<file path="src/rtl/uart_rx_bus_slave.sv">
// uart_rx_bus_slave: 8N1 UART receiver with RX FIFO behind a 4-word bus slot (DATA/STATUS/CTRL/DIVISOR).
// Define UART_RX_PARITY_EN to insert an even-parity bit between the data and stop bits.

package MemoryBus;
   typedef struct packed {
      logic        mem_read;
      logic [3:0]  mask_byte;
      logic [31:0] write_data;
   } Cmd;
   typedef struct packed {
      logic [31:0] read_data;
   } Result;
endpackage

module uart_rx_bus_slave #(
   parameter int FIFO_DEPTH  = 8,
   parameter int DIV_WIDTH   = 16,
   parameter int DEFAULT_DIV = 868
) (
   input  logic             clk,
   input  logic             rst,
   input  logic [1:0]       bus_address,
   input  logic             write_enable,
   input  MemoryBus::Cmd    membuscmd,
   output MemoryBus::Result membusres,
   input  logic             rx,
   output logic             rx_irq
);
   localparam int AW = $clog2(FIFO_DEPTH);
   localparam int CW = AW + 1;

   typedef enum logic [2:0] {IDLE, START, DATA, PARITY, STOP, BRK} state_t;

   state_t                 state, state_n;
   logic                   rx_meta, rx_sync;
   logic [DIV_WIDTH-1:0]   divisor, bit_div, cnt, div_new;
   logic [2:0]             idx;
   logic [7:0]             shift;
   logic [7:0]             mem [FIFO_DEPTH];
   logic [AW-1:0]          wp, rp;
   logic [CW-1:0]          count;
   logic                   rd_q, overrun, frame_err, parity_err, par_bad;
   logic                   tick, push_req, frame_set, pop, push_ok, full, not_empty, ovr_set;
   logic                   ctrl_we, div_we, flush;
   logic [31:0]            div_wr, data_word, stat_word;
   logic                   unused_bits;
`ifdef UART_RX_PARITY_EN
   logic                   par_set;
`endif

   assign tick        = cnt == '0;
   assign not_empty   = count != '0;
   assign full        = count == CW'(FIFO_DEPTH);
   assign ctrl_we     = write_enable && bus_address == 2'd2 && membuscmd.mask_byte[0];
   assign div_we      = write_enable && bus_address == 2'd3;
   assign flush       = ctrl_we && membuscmd.write_data[3];
   assign pop         = membuscmd.mem_read && bus_address == 2'd0 && !rd_q && not_empty;
   assign push_ok     = push_req && !flush && (!full || pop);
   assign ovr_set     = push_req && !flush && full && !pop;
   assign unused_bits = ^{membuscmd.write_data, div_wr};

   always_comb begin
      div_wr = 32'(divisor);
      for (int i = 0; i < 4; i++)
         if (membuscmd.mask_byte[i]) div_wr[8*i +: 8] = membuscmd.write_data[8*i +: 8];
   end

   assign div_new = div_wr[DIV_WIDTH-1:0] < DIV_WIDTH'(2) ? DIV_WIDTH'(2) : div_wr[DIV_WIDTH-1:0];

   always_ff @(posedge clk) begin
      if (rst) state <= IDLE;
      else     state <= state_n;
   end

   always_comb begin
      state_n   = state;
      push_req  = 1'b0;
      frame_set = 1'b0;
`ifdef UART_RX_PARITY_EN
      par_set   = 1'b0;
`endif
      case (state)
         IDLE:    state_n = rx_sync ? IDLE : START;
         START:   state_n = !tick ? START : rx_sync ? IDLE : DATA;
`ifdef UART_RX_PARITY_EN
         DATA:    state_n = (tick && idx == 3'd7) ? PARITY : DATA;
         PARITY: begin
            state_n = tick ? STOP : PARITY;
            par_set = tick && (rx_sync != ^shift);
         end
`else
         DATA:    state_n = (tick && idx == 3'd7) ? STOP : DATA;
`endif
         STOP: begin
            state_n   = !tick ? STOP : rx_sync ? IDLE : BRK;
            push_req  = tick && rx_sync && !par_bad;
            frame_set = tick && !rx_sync;
         end
         // a low stop bit may be a break; wait for the line to return high
         BRK:     state_n = rx_sync ? IDLE : BRK;
         default: state_n = IDLE;
      endcase
   end

   always_ff @(posedge clk) begin
      if (rst) begin
         rx_meta <= 1'b1;
         rx_sync <= 1'b1;
         cnt     <= '0;
         bit_div <= DIV_WIDTH'(DEFAULT_DIV);
         idx     <= '0;
         shift   <= '0;
      end else begin
         rx_meta <= rx;
         rx_sync <= rx_meta;
         if (state == IDLE && !rx_sync) begin
            bit_div <= divisor;
            cnt     <= divisor >> 1;
            idx     <= '0;
         end else cnt <= tick ? bit_div - DIV_WIDTH'(1) : cnt - DIV_WIDTH'(1);
         if (state == DATA && tick) begin
            shift <= {rx_sync, shift[7:1]};
            idx   <= idx + 3'd1;
         end
      end
   end

`ifdef UART_RX_PARITY_EN
   always_ff @(posedge clk) begin
      if (rst) begin
         par_bad    <= 1'b0;
         parity_err <= 1'b0;
      end else begin
         par_bad    <= state == IDLE ? 1'b0 : par_bad | par_set;
         parity_err <= par_set | (parity_err & ~(ctrl_we & membuscmd.write_data[2]));
      end
   end
`else
   assign par_bad    = 1'b0;
   assign parity_err = 1'b0;
`endif

   always_ff @(posedge clk) begin
      if (rst) begin
         divisor   <= DIV_WIDTH'(DEFAULT_DIV);
         overrun   <= 1'b0;
         frame_err <= 1'b0;
         wp        <= '0;
         rp        <= '0;
         count     <= '0;
         rd_q      <= 1'b0;
         rx_irq    <= 1'b0;
      end else begin
         rd_q      <= membuscmd.mem_read;
         rx_irq    <= not_empty;
         overrun   <= ovr_set | (overrun & ~(ctrl_we & membuscmd.write_data[0]));
         frame_err <= frame_set | (frame_err & ~(ctrl_we & membuscmd.write_data[1]));
         if (div_we) divisor <= div_new;
         if (flush) begin
            rp    <= wp;
            count <= '0;
         end else begin
            if (push_ok) wp <= wp + AW'(1);
            if (pop) rp <= rp + AW'(1);
            count <= count + CW'(push_ok) - CW'(pop);
         end
      end
   end

   always_ff @(posedge clk) begin
      if (push_ok) mem[wp] <= shift;
   end

   assign data_word = {not_empty, 23'd0, not_empty ? mem[rp] : 8'd0};
   assign stat_word = {16'd0, 8'(count), 3'd0, parity_err, frame_err, overrun, full, not_empty};
   assign membusres.read_data = !membuscmd.mem_read ? 32'd0 :
                                bus_address == 2'd0 ? data_word :
                                bus_address == 2'd1 ? stat_word :
                                bus_address == 2'd3 ? 32'(divisor) : 32'd0;
endmodule

</file>
<file path="config.mk">
export PLATFORM = sky130hd
export DESIGN_NAME = uart_rx_bus_slave
export DESIGN_NICKNAME = d
export VERILOG_FILES = /design/src/rtl/uart_rx_bus_slave.sv
export SDC_FILE = /design/constraint.sdc
export NUM_CORES = 1
export LEC_CHECK = 0
export ABC_CLOCK_PERIOD_IN_PS = 3700
export CAP_MARGIN = 20
export CORE_UTILIZATION = 56
export DETAILED_ROUTE_END_ITERATION = 10
export PLACE_DENSITY = 0.82
export SKIP_LAST_GASP = 1
export SYNTH_ARGS = -nofsm -noshare
export SYNTH_HDL_FRONTEND = slang
export SYNTH_SLANG_ARGS = --single-unit
</file>
<file path="constraint.sdc">
create_clock -name clk -period 3.7 [get_ports clk]
set_input_delay 0.555 -clock clk [delete_from_list [all_inputs] [get_ports clk]]
set_output_delay 0.555 -clock clk [all_outputs]
set_load 0.02 [all_outputs]
</file>
==> key figures <==
Place
  • Routability cong.: 0.965
  • Pre-CTS setup slack: 537 ps
  • DPL Wire Length: 10900 um
  • Placed Cells: 805
  • IO buf count: 42

Power
  • Switching share of power: 0.319
  • Leak: 0.00269 uW
  • Seq pwr share: 0.412
  • P_int: 3020 uW
  • Comb pwr share: 0.223
  • Worst vdd ir: 0.561 mV
  • Switching pwr: 1410 uW
  • Cell Pwr Density: 580 nW/um2
  • Clk pwr share: 0.365

GRT
  • Largest net degree at the start of global routing: 42
  • Vias in the first global route: 5062
  • GRT Total Usage: 0.286
  • Initial antenna violation count: 0
  • GRT overflow: 0
  • First-pass GRT wire length: 25300 um

Setup path
  • Crit path DAT: 2780 ps
  • Worst Path Buf+Inv: 2
  • Delay-heaviest family, CP: simple AND/OR/NAND/NOR gates
  • Worst endpoint required time: 3140 ps
  • Critical path peak fanout: 11
  • RR Startpoint: cnt[5]
  • Critical Path End Type: primary output
  • Startpoint class of the critical path: flip-flop
  • Total stage count of the critical path: 8
  • Worst R2R Path Depth: 9
  • CP Class: reg2out
  • Most used cell, CP: nor2_1
  • RR Endpoint: count[1]
  • Cells along the critical path: inv_1 > ha_1 > nor3b_1 > or3_1 > nor2_1 > a21oi_1 > nor2_1 > clkdlybuf4s50_1
  • Largest stage delay on the critical path: 610 ps
  • Crit-path slowest cell: clkdlybuf4s50_1
  • R2r setup slk: 460 ps

Die
  • Die height: 110 um
  • I/O pin total: 76
  • Row count: 39
  • DIE AREA: 12100 um2
  • Core area: 11400 um2
  • Die width: 110 um
  • Initial Utilization: 0.574

STA
  • Fin. max-slew vios: 0
  • Final setup vio count: 0
  • Min Tclk post-route: 3330 ps
  • WHS: 412 ps
  • PnR worst setup slack: 367 ps
  • Fin crit share: 0.901
  • Max frequency: 0.300 GHz
  • Fin Setup TNS: 0 ps
  • Final Hold Fails: 0
  • Worst slew pin tran: 879 ps
  • Final Skew: 9.94 ps
  • RSZ-0062 raised after global routing: no
  • Max_slew headroom: 0.413

Synth
  • Mapped Cells: 634
  • Top post-synthesis cells by count: nand2_1 (103), dfxtp_1 (81), a21oi_1 (64), edfxtp_1 (64), nor2_1 (59)
  • Synth Area in Adders: 0.0222
  • Sequential cell area fraction in the yosys report: 0.541
  • Post-synthesis mux area share: 0.0813
  • Number of flops mapped to enable cells by yosys: 64
  • Ys flop type: dfxtp_1
  • Synth Area in Simple Gates: 0.191
  • Yosys cell types: 60
  • Asr flop ratio synth: 0
  • Most instantiated library cell after synthesis: nand2_1
  • Synth top area share: 0.293
  • Area leader, netlist: edfxtp_1
  • Yosys reg bits: 145
  • Post-Syn Area per Cell: 10.3 um2
  • Top cells by area, synth: edfxtp_1 (29%), dfxtp_1 (25%), nand2_1 (5.9%), mux4_2 (5.5%), a21oi_1 (4.9%)
  • Synth Area in XOR/XNOR: 0.0147
  • Main combinational cell family by area after synthesis: simple AND/OR/NAND/NOR gates
  • Compound-Gate Fraction of Synth Area: 0.106
  • Mapped Area: 6550 um2
  • Yosys Warn Count: 0

Layout
  • Nets: 735
  • Diode count: 0
  • Finished Layout Cells: 837
  • Area added between synthesis and finish: 16.8%
  • Multi-input gate area: 2780 um2
  • Ratio of cells with drive above 1 in the final layout: 0.118
  • Fillers: 847
  • Sequential cell area: 3540 um2

Worst hold path
  • Hold EP: rx_sync
  • Hold Path Depth: 1
  • Hold WC Path Type: reg2reg
  • Hold Path Origin: rx_meta

CTS
  • Clock Tree Buf Depth: 2
  • Clock transition at the registers of the reported paths: 60 ps
  • H-tree levels: 4
  • CTS buffer count: 17
  • Post-cts gate resize count: 0
  • Clock Latency Late Sink: 430 ps
  • Clock root buffer: clkbuf_16
  • Clock sinks: 145
  • Hold_buf cts: 0
  • Setup Fix Bufs, Post-CTS: 0
  • CTS tree: yes

Routing
  • Vias per cell: 6.14
  • ANT nets after route: 0
  • Drt first pass iters: 5
  • WL/cell: 19.1 um
  • Vias: 5143
  • Iteration-0 DRC Markers: 556
  • WL final: 16000 um
  • # DRC: 0

Outcome
  • Run status: complete, no violations

Job
  • Max Cap Viol: 0
==> per-stage QoR <==
stage          cell area (um2)  total power, uW  utilization
4_1_cts                   7650             4410        0.670
3_5_place_dp              7090             2800        0.621
5_1_grt                   7650             4610        0.670
3_3_place_gp              7090             2760        0.621
6_report                  7650             4440        0.670
2_1_floorplan             6610             2580            -
==> layout make-up <==
class / instances / share of cell area
clock buffer: 19 / 0.0579
timing repair buffer: 61 / 0.0729
inverter: 7 / 0.00343
sequential: 145 / 0.463
tap: 143 / 0.0234
clock inverter: 13 / 0.0160
multi-input combinational: 449 / 0.364
==> worst register-to-register path, delay by kind of cell (launching register included) <==
kind / cells / cell delay [ps]
compound gates: 1 / 450
fa+ha+maj: 2 / 640
buf+inv: 1 / 80
flops: 1 / 330
simple gates: 5 / 1640
==> cell families after synthesis <==
kind of cell | Yosys count
buffers and inverters | 54
muxes | 33
and+or+nand+nor | 262
AOI/OAI and AO/OA | 117
xor gates and xnor gates | 11
DFF | 145
other | 1
adders and majority gates | 11
==> per-layer routing <==
layer,GRT usage,share of wire
met4,0.141,0.031
met1,0.338,0.39
met2,0.483,0.49
met5,0,0
met3,0.0741,0.084
==> power groups by stage <==
stage	sequential, uW	combinational [uW]	clock, uW
after floorplan	1840	748	0
after global placement	1850	914	0
after detailed placement	1860	943	0
after CTS	1820	964	1630
after global routing	1840	1070	1700
final	1830	991	1620
==> registers in the layout, indices dropped and copies added, names as in the netlist, 3 cells and up, named ones only <==
name and cells:
rp 3, mem 64, cnt 16, wp 3, idx 3, bit_div 16
divisor 16, state 3, shift 8, count 4
==> layout by cell type, fill, tap and decap left out, drive strengths merged, types with 16 or more instances in the layout <==
cell / count
nor3: 19
clkdlybuf4s50: 41
nand2: 104
dfxtp: 81
a21oi: 64
buf: 20
clkbuf: 19
edfxtp: 64
nor2: 60
mux4: 16
==> worst max path at each step <==
stage	startpoint	end
3_5_place_dp	bus_address[0]	membusres[7]
6_report	count[2]	membusres[7]
5_1_grt	count[2]	membusres[7]
4_1_cts	count[2]	membusres[7]
3_3_place_gp	bus_address[0]	membusres[4]
2_1_floorplan	bus_address[0]	mem[2][0]
No activity file was read; power rests on OpenSTA's default activity.
